<file path="src/rtl/mult_issue_if.sv">
// Bundle of operand intake, mult handshake and response signals for mult_issue_ctrl.
interface mult_issue_if #(
    parameter int unsigned FIFO_DEPTH = 4
);
    localparam int unsigned CNT_W = $clog2(FIFO_DEPTH + 1);

    // operand intake
    logic             in_valid;
    logic             in_ready;
    logic [15:0]      in_arg_a;
    logic [15:0]      in_arg_b;
    logic             in_corrupt_a;
    logic             in_corrupt_b;

    // mult handshake
    logic             req;
    logic             ack;
    logic [15:0]      arg_a;
    logic [15:0]      arg_b;
    logic             arg_a_parity;
    logic             arg_b_parity;
    logic             result_rdy;
    logic [31:0]      result;
    logic             result_parity;
    logic             arg_parity_error;

    // response
    logic             out_valid;
    logic             out_ready;
    logic [31:0]      out_result;
    logic             out_parity_ok;
    logic             out_arg_err;
    logic             out_timeout;
    logic [CNT_W-1:0] fifo_count;

    // environment side: producer, mult and response consumer
    modport master (
        output in_valid, in_arg_a, in_arg_b, in_corrupt_a, in_corrupt_b,
        output ack, result_rdy, result, result_parity, arg_parity_error,
        output out_ready,
        input  in_ready, req, arg_a, arg_b, arg_a_parity, arg_b_parity,
        input  out_valid, out_result, out_parity_ok, out_arg_err, out_timeout,
        input  fifo_count
    );

    // controller side
    modport slave (
        input  in_valid, in_arg_a, in_arg_b, in_corrupt_a, in_corrupt_b,
        input  ack, result_rdy, result, result_parity, arg_parity_error,
        input  out_ready,
        output in_ready, req, arg_a, arg_b, arg_a_parity, arg_b_parity,
        output out_valid, out_result, out_parity_ok, out_arg_err, out_timeout,
        output fifo_count
    );
endinterface

</file>
<file path="src/rtl/mult_issue_ctrl.sv">
// Issue stage for the parity-protected 16x16 multiplier: buffers operand pairs,
// generates (optionally corrupted) argument parity, runs the mult handshake with
// a timeout, and returns one in-order response per operand pair.
module mult_issue_ctrl #(
    parameter int unsigned FIFO_DEPTH = 4,
    parameter int unsigned TIMEOUT    = 64
) (
    input  logic        clk,
    input  logic        rst,
    mult_issue_if.slave bus
);
    localparam int unsigned PTR_W = $clog2(FIFO_DEPTH);
    localparam int unsigned CNT_W = $clog2(FIFO_DEPTH + 1);
    localparam int unsigned TMR_W = $clog2(TIMEOUT);

    typedef struct packed {
        logic [15:0] a;
        logic [15:0] b;
        logic        corrupt_a;
        logic        corrupt_b;
    } entry_t;

    typedef enum logic [1:0] {IDLE, REQ, WAIT_RDY} state_t;

    entry_t           mem [FIFO_DEPTH];
    logic [PTR_W-1:0] wr_ptr;
    logic [PTR_W-1:0] rd_ptr;
    logic [CNT_W-1:0] count;
    state_t           state;
    logic [TMR_W-1:0] timer;

    logic             push_c;
    logic             pop_c;
    logic             out_free_c;
    logic             timer_done_c;
    logic             cap_c;
    logic             tmo_c;
    logic [CNT_W-1:0] count_next_c;
    entry_t           head_c;

    // Handshake qualifiers, next FIFO occupancy and response-load conditions
    always_comb begin
        push_c       = bus.in_valid && bus.in_ready;
        out_free_c   = !bus.out_valid || bus.out_ready;
        pop_c        = (state == IDLE) && (count != '0) && out_free_c;
        count_next_c = count;
        if (push_c && !pop_c) begin
            count_next_c = count + CNT_W'(1);
        end else if (pop_c && !push_c) begin
            count_next_c = count - CNT_W'(1);
        end
        timer_done_c = (timer == TMR_W'(TIMEOUT - 1));
        head_c       = mem[rd_ptr];
        cap_c        = ((state == REQ) && bus.ack && bus.result_rdy) ||
                       ((state == WAIT_RDY) && bus.result_rdy);
        tmo_c        = (((state == REQ) && !bus.ack) ||
                        ((state == WAIT_RDY) && !bus.result_rdy)) && timer_done_c;
    end

    // Entry storage; data needs no reset since occupancy is tracked by count
    always_ff @(posedge clk) begin
        if (push_c) begin
            mem[wr_ptr] <= entry_t'{a: bus.in_arg_a, b: bus.in_arg_b,
                                    corrupt_a: bus.in_corrupt_a,
                                    corrupt_b: bus.in_corrupt_b};
        end
    end

    // FIFO pointers, occupancy and registered not-full flag
    always_ff @(posedge clk) begin
        if (rst) begin
            wr_ptr       <= '0;
            rd_ptr       <= '0;
            count        <= '0;
            bus.in_ready <= 1'b1;
        end else begin
            if (push_c) begin
                wr_ptr <= wr_ptr + PTR_W'(1);
            end
            if (pop_c) begin
                rd_ptr <= rd_ptr + PTR_W'(1);
            end
            count        <= count_next_c;
            bus.in_ready <= (count_next_c != CNT_W'(FIFO_DEPTH));
        end
    end

    assign bus.fifo_count = count;

    // Issue FSM, operand registers toward mult and response register
    always_ff @(posedge clk) begin
        if (rst) begin
            state             <= IDLE;
            timer             <= '0;
            bus.req           <= 1'b0;
            bus.arg_a         <= '0;
            bus.arg_b         <= '0;
            bus.arg_a_parity  <= 1'b0;
            bus.arg_b_parity  <= 1'b0;
            bus.out_valid     <= 1'b0;
            bus.out_result    <= '0;
            bus.out_parity_ok <= 1'b0;
            bus.out_arg_err   <= 1'b0;
            bus.out_timeout   <= 1'b0;
        end else begin
            case (state)
                IDLE: begin
                    if (pop_c) begin
                        bus.arg_a        <= head_c.a;
                        bus.arg_b        <= head_c.b;
                        bus.arg_a_parity <= (^head_c.a) ^ head_c.corrupt_a;
                        bus.arg_b_parity <= (^head_c.b) ^ head_c.corrupt_b;
                        bus.req          <= 1'b1;
                        timer            <= '0;
                        state            <= REQ;
                    end
                end
                REQ: begin
                    if (bus.ack) begin
                        bus.req <= 1'b0;
                        timer   <= '0;
                        state   <= bus.result_rdy ? IDLE : WAIT_RDY;
                    end else if (timer_done_c) begin
                        bus.req <= 1'b0;
                        state   <= IDLE;
                    end else begin
                        timer <= timer + TMR_W'(1);
                    end
                end
                WAIT_RDY: begin
                    if (bus.result_rdy || timer_done_c) begin
                        state <= IDLE;
                    end else begin
                        timer <= timer + TMR_W'(1);
                    end
                end
                default: state <= IDLE;
            endcase

            // A new response only loads when the register is free, so it never
            // overwrites an unconsumed one.
            if (cap_c) begin
                bus.out_valid     <= 1'b1;
                bus.out_result    <= bus.result;
                bus.out_parity_ok <= ((^bus.result) == bus.result_parity);
                bus.out_arg_err   <= bus.arg_parity_error;
                bus.out_timeout   <= 1'b0;
            end else if (tmo_c) begin
                bus.out_valid     <= 1'b1;
                bus.out_result    <= '0;
                bus.out_parity_ok <= 1'b0;
                bus.out_arg_err   <= 1'b0;
                bus.out_timeout   <= 1'b1;
            end else if (bus.out_valid && bus.out_ready) begin
                bus.out_valid <= 1'b0;
            end
        end
    end
endmodule

</file>
<file path="src/flat_wrapper.sv">
// flat-port wrapper written by rule: the top's interface ports become plain ports
module mult_issue_ctrl_flat 
#(
    parameter int unsigned FIFO_DEPTH = 4,
    parameter int unsigned TIMEOUT    = 64
)
  (clk, rst, bus_in_valid, bus_in_arg_a, bus_in_arg_b, bus_in_corrupt_a, bus_in_corrupt_b, bus_ack, bus_result_rdy, bus_result, bus_result_parity, bus_arg_parity_error, bus_out_ready, bus_in_ready, bus_req, bus_arg_a, bus_arg_b, bus_arg_a_parity, bus_arg_b_parity, bus_out_valid, bus_out_result, bus_out_parity_ok, bus_out_arg_err, bus_out_timeout, bus_fifo_count);
  mult_issue_if #(.FIFO_DEPTH(FIFO_DEPTH)) bus_i ();
  input  logic clk;
  input  logic rst;
  input wire logic [$bits(bus_i.in_valid)-1:0] bus_in_valid;
  input wire logic [$bits(bus_i.in_arg_a)-1:0] bus_in_arg_a;
  input wire logic [$bits(bus_i.in_arg_b)-1:0] bus_in_arg_b;
  input wire logic [$bits(bus_i.in_corrupt_a)-1:0] bus_in_corrupt_a;
  input wire logic [$bits(bus_i.in_corrupt_b)-1:0] bus_in_corrupt_b;
  input wire logic [$bits(bus_i.ack)-1:0] bus_ack;
  input wire logic [$bits(bus_i.result_rdy)-1:0] bus_result_rdy;
  input wire logic [$bits(bus_i.result)-1:0] bus_result;
  input wire logic [$bits(bus_i.result_parity)-1:0] bus_result_parity;
  input wire logic [$bits(bus_i.arg_parity_error)-1:0] bus_arg_parity_error;
  input wire logic [$bits(bus_i.out_ready)-1:0] bus_out_ready;
  output wire logic [$bits(bus_i.in_ready)-1:0] bus_in_ready;
  output wire logic [$bits(bus_i.req)-1:0] bus_req;
  output wire logic [$bits(bus_i.arg_a)-1:0] bus_arg_a;
  output wire logic [$bits(bus_i.arg_b)-1:0] bus_arg_b;
  output wire logic [$bits(bus_i.arg_a_parity)-1:0] bus_arg_a_parity;
  output wire logic [$bits(bus_i.arg_b_parity)-1:0] bus_arg_b_parity;
  output wire logic [$bits(bus_i.out_valid)-1:0] bus_out_valid;
  output wire logic [$bits(bus_i.out_result)-1:0] bus_out_result;
  output wire logic [$bits(bus_i.out_parity_ok)-1:0] bus_out_parity_ok;
  output wire logic [$bits(bus_i.out_arg_err)-1:0] bus_out_arg_err;
  output wire logic [$bits(bus_i.out_timeout)-1:0] bus_out_timeout;
  output wire logic [$bits(bus_i.fifo_count)-1:0] bus_fifo_count;
  assign bus_i.in_valid = bus_in_valid;
  assign bus_i.in_arg_a = bus_in_arg_a;
  assign bus_i.in_arg_b = bus_in_arg_b;
  assign bus_i.in_corrupt_a = bus_in_corrupt_a;
  assign bus_i.in_corrupt_b = bus_in_corrupt_b;
  assign bus_i.ack = bus_ack;
  assign bus_i.result_rdy = bus_result_rdy;
  assign bus_i.result = bus_result;
  assign bus_i.result_parity = bus_result_parity;
  assign bus_i.arg_parity_error = bus_arg_parity_error;
  assign bus_i.out_ready = bus_out_ready;
  assign bus_in_ready = bus_i.in_ready;
  assign bus_req = bus_i.req;
  assign bus_arg_a = bus_i.arg_a;
  assign bus_arg_b = bus_i.arg_b;
  assign bus_arg_a_parity = bus_i.arg_a_parity;
  assign bus_arg_b_parity = bus_i.arg_b_parity;
  assign bus_out_valid = bus_i.out_valid;
  assign bus_out_result = bus_i.out_result;
  assign bus_out_parity_ok = bus_i.out_parity_ok;
  assign bus_out_arg_err = bus_i.out_arg_err;
  assign bus_out_timeout = bus_i.out_timeout;
  assign bus_fifo_count = bus_i.fifo_count;
  mult_issue_ctrl #(.FIFO_DEPTH(FIFO_DEPTH), .TIMEOUT(TIMEOUT)) u_core (.clk(clk), .rst(rst), .bus(bus_i));
endmodule
</file>
<file path="config.mk">
export PLATFORM = sky130hd
export DESIGN_NAME = mult_issue_ctrl_flat
export DESIGN_NICKNAME = d
export VERILOG_FILES = /design/src/rtl/mult_issue_if.sv /design/src/rtl/mult_issue_ctrl.sv /design/src/flat_wrapper.sv
export SDC_FILE = /design/constraint.sdc
export NUM_CORES = 1
export LEC_CHECK = 0
export ABC_AREA = 0
export CAP_MARGIN = 25
export CELL_PAD_IN_SITES_DETAIL_PLACEMENT = 1
export CELL_PAD_IN_SITES_GLOBAL_PLACEMENT = 1
export CORE_UTILIZATION = 30
export DETAILED_ROUTE_END_ITERATION = 7
export PLACE_DENSITY = 0.66
export REMOVE_ABC_BUFFERS = 1
export SLEW_MARGIN = 20
export SYNTH_ARGS = -nofsm -noshare
export SYNTH_HDL_FRONTEND = slang
export SYNTH_SLANG_ARGS = --single-unit
export TNS_END_PERCENT = 10
</file>
<file path="constraint.sdc">
create_clock -name clk -period 4.35 [get_ports clk]
set_input_delay 0.87 -clock clk [delete_from_list [all_inputs] [get_ports clk]]
set_output_delay 0.87 -clock clk [all_outputs]
set_load 0.01 [all_outputs]
</file>
# == After elaboration in Yosys (flattened, before gate mapping) ==
# Memory sizes are Yosys's and may differ from the RTL's. A register that Yosys moved wholly into a read port is not among the register bits.
# Index checks and enable logic that the tools add are counted.
# word_totals
mem_count,1
ram_bits,136
in_bits,74
reg_bits,87
output_inout_bits,75
# memory_table
memory,depth,width,read_ports,rd_ports_with_merged_regs,write_ports,line_no,rtl
u_core.mem,4,34,1,1,1,mult_issue_ctrl.sv:25,entry_t mem [FIFO_DEPTH];
# op_classes
bitwise_logic,2
n_reduce_logical,35
addsub,5
n_eq_ne,10
n_mux,29
# ops
cell,count
$mux 32,2
$reduce_xor 16->1,2
$reduce_xor 32->1,1
$mux 6,4
$pmux 6 s3,1
$mux 2,7
$logic_and 1x1->1,12
$mux 1,11
$reduce_bool 3->1,3
$add 6x1->6 const B,1
$eq 6x6->1 const B,1
$mux 3,2
$ne 3x3->1 const B,2
$pmux 2 s3,1
$reduce_and 3->1,2
$logic_not 1->1,5
$add 2x1->2 const B,2
$logic_or 1x1->1,4
$ne 2x2->1 const B,2
$reduce_and 4->1,1
$reduce_bool 2->1,2
$add 3x1->3 const B,1
$ne 3x2->1 const B,1
$sub 3x1->3 const B,1
other kinds (9),10

# == Logic depth before layout (Yosys ltp) ==
# Gate-level depths: netlist of run 1.
# depth
ltp_word,7
mapped_depth,10
depth_no_buf,9

# == Least setup slack after synthesis of run 1 ==
# Ideal clock, no wire load.
# synth_path
path_type,input -> register
from,input bus_out_ready
to,register u_core.bus.in_ready
setup_ns,0.123
arrival_ns,2.209
n_path_buf,1
cell_stages,8
path_slack_ns,2.018
t_required_ns,4.227
path_cell_list,nand2b_1 and3_1 clkdlybuf4s50_2 nor2_1 a22oi_1 xor2_1 nor2_1 o21ai_0
# synth_via
elab_chain_cells,6
word_cells_on_any_way,8
# synth_lines
element,line_no,rtl
"start, declared",flat_wrapper.sv:21,input wire logic [$bits(bus_i.out_ready)-1:0] bus_out_ready;
$logic_or 1x1->1 (*),mult_issue_ctrl.sv:44,out_free_c = !bus.out_valid || bus.out_ready;
$logic_and 1x1->1 (*),mult_issue_ctrl.sv:45,pop_c = (state == IDLE) && (count != '0) && out_free_c;
$logic_and 1x1->1 / $logic_not 1->1 (equally long branches),"mult_issue_ctrl.sv:49, mult_issue_ctrl.sv:47",
$mux 3 / $logic_and 1x1->1 (equally long branches),"mult_issue_ctrl.sv:49, mult_issue_ctrl.sv:47",
$mux 3 (*),mult_issue_ctrl.sv:47,if (push_c && !pop_c) begin
$ne 3x3->1 (*),mult_issue_ctrl.sv:84,bus.in_ready <= (count_next_c != CNT_W'(FIFO_DEPTH));
"end signal, assigned",mult_issue_ctrl.sv:84,
"end, declared",mult_issue_if.sv:51,"output in_ready, req, arg_a, arg_b, arg_a_parity, arg_b_parity,"
# Mark *: on every way between the ends. The rest lies on a longest branch, timed or not.
# A chain may end at the register's enable or synchronous reset.

==> impl_results.md, run 1 <==
- Outcome: finished, final reports clean
- R2r setup slk: 1.61 ns
- Worst setup EP type: register
- Register bit total from synthesis: 225
- Die height: between 150 and 200 um
- Adder-cell share of the synthesized area: 1.53%
- Wirelength per Cell: ~18 um
- Crit start category: register
- RSZ-0062 raised after global routing: no
- Placed cell areas: approximately 11000 um2
- Core area: a little under 30000 um2
- First-pass GRT wire length: about 32000 um
- Vias in the first global route: between 5000 and 6000
- Worst Max-Slew Pin Slew: 0.969 ns
- Tot Pwr: ~7.5 mW
- Crit path kind: register to register
- CTS resizes: 0
- Final Max Slew Viols: 0
- Layout cells sized above 1: ~8.7%
- HP Class: register to register
- Hold EP: u_core.bus.arg_a[13]
- Post-Syn Area: 8970 um2
- Initial antenna violation count: 3
- Clock Latency Late Sink: between 0.5 and 0.6 ns
- Grt ovf: 0
- Vias per Instance: ~4.6
- I/O pin total: about 150
- Clock-pin slew on the worst setup and hold paths: around 0.060 ns
- Die ar.: 30600 um2
- Peak supply drop: about 0.00030 V
- Synth Instances: between 600 and 700
- FF-to-FF path depth: 8
- Seq/Total Area, Yosys: roughly two thirds
- Largest net degree at the start of global routing: ~50
- GPL Wtd Cong: 0.743
- Post-synthesis mux area share: a little under a tenth
- WHS Path Cells: 2
- CTS Buf Count: 25
- Design area: between 10000 and 15000 um2
- DRT Pass-1 Iters: 4
- Most common cell after layout, fill and taps aside: clkdlybuf4s50_1
- DR iter-0 viols: roughly 260
- Postcts setup bufs: 0
- R2R Path End: u_core.bus.arg_b_parity
- Synthesized area per cell: ~14 um2
- Final Cycle Share: 62.9%
- Setup TNS: 0 ns
- Horiz. Die Dim: 175 um
- Crit path time final: about 2.7 ns
- Row Count: 62
- Synth Area in Simple Gates: under 10%
- CTS Hold Buffers Added: 0
- Crit path DAT: 3.18 ns
- Max Freq: 0.365 GHz
- # setup viols final: 0
- Xor and xnor fraction of the mapped netlist area: under 10%
- Synth warnings: 0
- # DRC: 0
- Pwr/cell area: around 650 nW/um2
- Hold path startpoint: u_core.bus.arg_a[13]
- Port bufs: approximately 150
- Drt total wl: 20800 um
- Worst slew margin: between 30% and 40%
- P&R area growth vs syn: 29.2%
- Layout net count: between 800 and 900
- Largest family of logic cells by synthesized area: multiplexers
- Compound-Gate Fraction of Synth Area: 6.40%
- Initial Utilization: 30.8%
- Critical path peak fanout: 21
- MaxCap Viol Count: 0
- Post-DP HPWL: ~14000 um
- Final hold viol count: 0
- Worst path required time: 4.79 ns
- Clk Tree Root Cell: clkbuf_16
- Clk buf depth: 3
- Vias: approximately 5500
- Post-synth cell types: 34
- # fillers: about 3000
- CTS H-tree depth: 1
- Most frequent cells in the layout: 147 x clkdlybuf4s50_1, 136 x edfxtp_1, 88 x dfxtp_1
- TritonCTS clock tree: done
- Clock sink count: between 200 and 250
- Worst Clk Skew: 0.00905 ns
- Gr usage total: between 10% and 20%
- P_leak: 3.88 nW
- DRT antenna net count: 0
cell usage after synthesis:
master | n | area [um2]
nand2b_1 | 5 | 31.3
clkbuf_1 | 17 | 63.8
buf_6 | 4 | 45.0
a21o_1 | 2 | 15.0
nor2b_1 | 3 | 18.8
a22oi_1 | 36 | 270
buf_2 | 2 | 10.0
or3_1 | 1 | 6.26
buf_12 | 3 | 60.1
mux4_1 | 18 | 473
ha_1 | 11 | 138
clkbuf_8 | 3 | 41.3
nand2_1 | 75 | 282
a21oi_1 | 43 | 215
a41oi_1 | 1 | 8.76
mux4_2 | 16 | 360
xor2_1 | 10 | 87.6
nor2_1 | 58 | 218
a311oi_1 | 1 | 8.76
o21a_1 | 1 | 7.51
buf_1 | 1 | 3.75
a211oi_1 | 3 | 22.5
o21ai_0 | 4 | 20.0
xnor2_2 | 2 | 32.5
and3_1 | 5 | 31.3
clkdlybuf4s50_2 | 1 | 11.3
nand3_1 | 5 | 25.0
edfxtp_1 | 136 | 4080
inv_1 | 8 | 30.0
nor3_1 | 4 | 20.0
o22ai_1 | 1 | 6.26
xnor3_1 | 1 | 22.5
dfxtp_1 | 89 | 1780
xnor2_1 | 59 | 517
routing by layer:
layer  vias up  routed length (um)  global-route usage [%]
li1       2608                   -                       -
met1      2659                9250                    17.0
met2       163                9800                    23.4
met3        32                1250                    3.11
met4         4                 449                    3.26
met5         -                  28                       0
cells by family (layout without fill, tap and decap cells):
kind of cell,after synthesis,after routing
AO/OA/AOI/OAI,92,92
flip-flops,225,225
multiplexers,34,34
AND/OR/NAND/NOR,156,156
XOR/XNOR,72,72
other,0,1
buffers and inverters,39,211
adder cells (fa/ha/maj),11,11
power breakdown:
part	internal, mW	total (mW)	switching [mW]
clock	1.23	2.07	0.841
combinational	1.30	2.64	1.33
sequential	2.62	2.82	0.194
stage by stage:
stage / hold slack, ns / std cells / worst slack, ns / utilization (%)
detailed placement: 0.446 / 1139 / 1.54 / 37.1
floorplan: 0.454 / 598 / 1.03 / -
global placement: 0.444 / 1139 / 1.55 / 37.1
global route: 0.481 / 1185 / 1.40 / 39.8
CTS: 0.453 / 1185 / 1.55 / 39.8
finish: 0.452 / 1186 / 1.61 / 39.8
state kept, by name (all words and copies together), names as in the netlist, named ones only:
signal and cells:
u_core.bus.in_ready 1, u_core.bus.out_arg_err 1, u_core.bus.arg_b 16, u_core.bus.out_valid 1, u_core.bus.req 1, u_core.timer 6
u_core.rd_ptr 2, u_core.bus.arg_b_parity 1, u_core.bus.out_parity_ok 1, u_core.state 2, u_core.mem 136, u_core.bus.arg_a_parity 1
u_core.bus.out_timeout 1, u_core.bus.arg_a 16, u_core.bus.fifo_count 3, u_core.wr_ptr 2, u_core.bus.out_result 32
worst max-delay path, cell delays in order, from the launching register on:
cell	delay (ns)
dfxtp_2	0.66
buf_12	0.27
mux4_1	0.62
xnor2_1	0.25
xnor2_1	0.12
xnor2_1	0.23
xnor2_1	0.18
xnor2_1	0.09
a211oi_1	0.23
worst max path at each step:
stage                   start                        to  slack (ns)  cells after the start
6_report             register   u_core.bus.arg_b_parity        1.61                      8
5_1_grt              register   u_core.bus.arg_b_parity        1.40                      8
4_1_cts              register   u_core.bus.arg_b_parity        1.55                      8
3_5_place_dp     bus_in_valid          u_core.mem[0][7]        1.54                      2
3_3_place_gp          bus_ack  u_core.bus.out_parity_ok        1.55                      8
2_1_floorplan  bus_result_rdy  u_core.bus.out_parity_ok        1.03                      5
cell type report:
type | instances | area, um2 | share of cell area [%]
multi-input combinational | 365 | 2850 | 24.6
sequential | 225 | 5870 | 50.6
inverter | 8 | 30.0 | 0.259
antenna | 1 | 2.50 | 0.0216
timing repair buffer | 157 | 1560 | 13.4
clock inverter | 7 | 103 | 0.885
tap | 384 | 480 | 4.15
clock buffer | 39 | 698 | 6.02
Note: power is estimated with default switching activity, not from simulation.
==> run 2: changes to the inputs <==
Settings changed: PLACE_DENSITY 0.66 to 0.69.
Clock period 4.35 ns to 2.4 ns, I/O delays scaled along.
==> impl_results.md, run 2 (same netlist as run 1, synthesis figures left out) <==
- R2r setup slk: around 0.086 ns
- Clock-pin slew on the worst setup and hold paths: approximately 0.06 ns
- Port bufs: 148
- Largest net degree at the start of global routing: 36
- Most common cell after layout, fill and taps aside: clkdlybuf4s50_1
- Final Max Slew Viols: 0
- Worst slew margin: a little over two thirds
- Register with the most flip-flops: u_core.mem
- FF-to-FF path depth: 8
- Critical Path End: u_core.bus.arg_a_parity
- Worst Max-Slew Pin Slew: around 0.45 ns
- Antenna Cells: 0
- CTS H-tree depth: 1
- DRT antenna net count: 0
- DRT Pass-1 Iters: 4
- Crit start category: register
- Post-DP HPWL: approximately 14000 um
- Clock sink count: ~230
- Die ar.: approximately 31000 um2
- Most frequent cells in the layout: 147 x clkdlybuf4s50_1, 136 x edfxtp_1, 87 x dfxtp_1
- CTS Buf Count: 26
- Non-filler cells, final: about 1200
- RSZ-0062 raised after global routing: yes
- TritonCTS clock tree: done
- Max Freq: about 0.43 GHz
- I/O pin total: 149
- MaxCap Viol Count: 0
- Wirelength per Cell: around 18 um
- Initial antenna violation count: 1
- Crit path cell chain: buf_4 -> mux4_1 -> xnor2_2 -> xnor2_2 -> xnor2_2 -> xnor2_1 -> xnor2_1 -> a211oi_1
- Final Cycle Share: between 90 and 100%
- Most Frequent Cell on Critical Path: xnor2_2
- Pwr/cell area: about 1200 nW/um2
- P_leak: between 4 and 5 nW
- Crit path time final: 2.31 ns
- DP Cell Count: around 1200
- Worst Clk Skew: roughly 0.0088 ns
- Die height: 175 um
- Outcome: finished, final reports clean
- Vias: around 5600
- Core area: around 29000 um2
- Peak supply drop: about 0.00054 V
- Drt total wl: ~21000 um
- Clk buf depth: 3
- Vias per Instance: approximately 4.7
- Initial Utilization: a little under a third
- Layout net count: 885
- Gr usage total: 13.7%
- Layout cells sized above 1: 13.7%
- Clock Latency Late Sink: ~0.52 ns
- P&R area growth vs syn: 32.7%
- Worst path max stage delay: approximately 0.64 ns
- Max FFs per register: ~140
- # DRC: 0
- R2R Path End: u_core.bus.arg_a_parity
- Crit path kind: register to register
- Largest regs: u_core.mem x136, u_core.bus.out_result x32
- Crit path DAT: 2.74 ns
- Setup TNS: 0 ns
- DR iter-0 viols: between 200 and 300
- Worst setup EP type: register
- HP Class: primary input to register
- Final hold viol count: 0
- Clk Tree Root Cell: clkbuf_16
- Horiz. Die Dim: between 150 and 200 um
- Grt ovf: 0
- GPL Wtd Cong: roughly 0.74
- Row Count: slightly above 60
- CTS Hold Buffers Added: 0
- Vias in the first global route: 5809
- First-pass GRT wire length: 32800 um
- Critical path peak fanout: 7
- # setup viols final: 0
- Worst path required time: about 2.8 ns
- Slowest CP cell: mux4_1
[run 2: per-layer routing]
layer,global-route usage [%],vias up,share of wire [%]
met5,0,-,0.056
met4,3.55,2,2.0
met3,2.76,39,6.0
met2,23.6,179,48
met1,17.5,2772,44
li1,-,2638,-
[run 2: cell type report]
class | instances | area (um2)
clock inverter | 14 | 148
sequential | 225 | 5870
clock buffer | 34 | 702
tap | 384 | 480
timing repair buffer | 174 | 1780
fill | 3011 | 17200
inverter | 8 | 30.0
multi-input combinational | 365 | 2880
[run 2: critical path: cells and delay by family, from the launching register on]
family / cells / cell delay, ns
multiplexers: 1 / 0.64
flip-flops: 1 / 0.36
AO/OA/AOI/OAI: 1 / 0.23
XOR/XNOR: 5 / 0.80
buffers and inverters: 1 / 0.19
[run 2: repair_timing]
action,in CTS,in global routing
endpoints found under the setup margin,1,2
setup buffers,0,6
pin swaps,1,6
resized for setup,2,17
[run 2: report_power, final]
part | leakage (nW) | switching [mW] | internal, mW
Combinational | 1.65 | 2.64 | 2.75
Sequential | 1.97 | 0.299 | 4.75
Clock | 0.416 | 1.52 | 2.38
[run 2: how the worst min path moves through the flow]
stage	slack, ns	cells after the start	endpoint	start
CTS	0.37	2	u_core.state[1]	rst
global route	0.42	2	u_core.state[1]	rst
detailed placement	0.45	2	u_core.bus.arg_b[13]	u_core.bus.arg_b[13]
global placement	0.44	2	u_core.bus.arg_a[6]	u_core.bus.arg_a[6]
floorplan	0.45	2	u_core.timer[1]	u_core.timer[1]
finish	0.39	2	u_core.bus.fifo_count[0]	rst
[run 2: stage by stage]
| stage | area [um2] | hold WS, ns | utilization, % | total power [mW] | worst slack, ns |
|---|---|---|---|---|---|
| detailed placement | 11000 | 0.448 | 37.7 | 10.3 | 0.0150 |
| global route | 11900 | 0.417 | 40.9 | 15.2 | -0.00576 |
| floorplan | 8730 | 0.454 | - | 8.22 | -0.682 |
| CTS | 11800 | 0.366 | 40.6 | 14.3 | 0.0366 |
| finish | 11900 | 0.391 | 40.9 | 14.3 | 0.0857 |
| global placement | 11000 | 0.443 | 37.7 | 10.2 | 0.0357 |
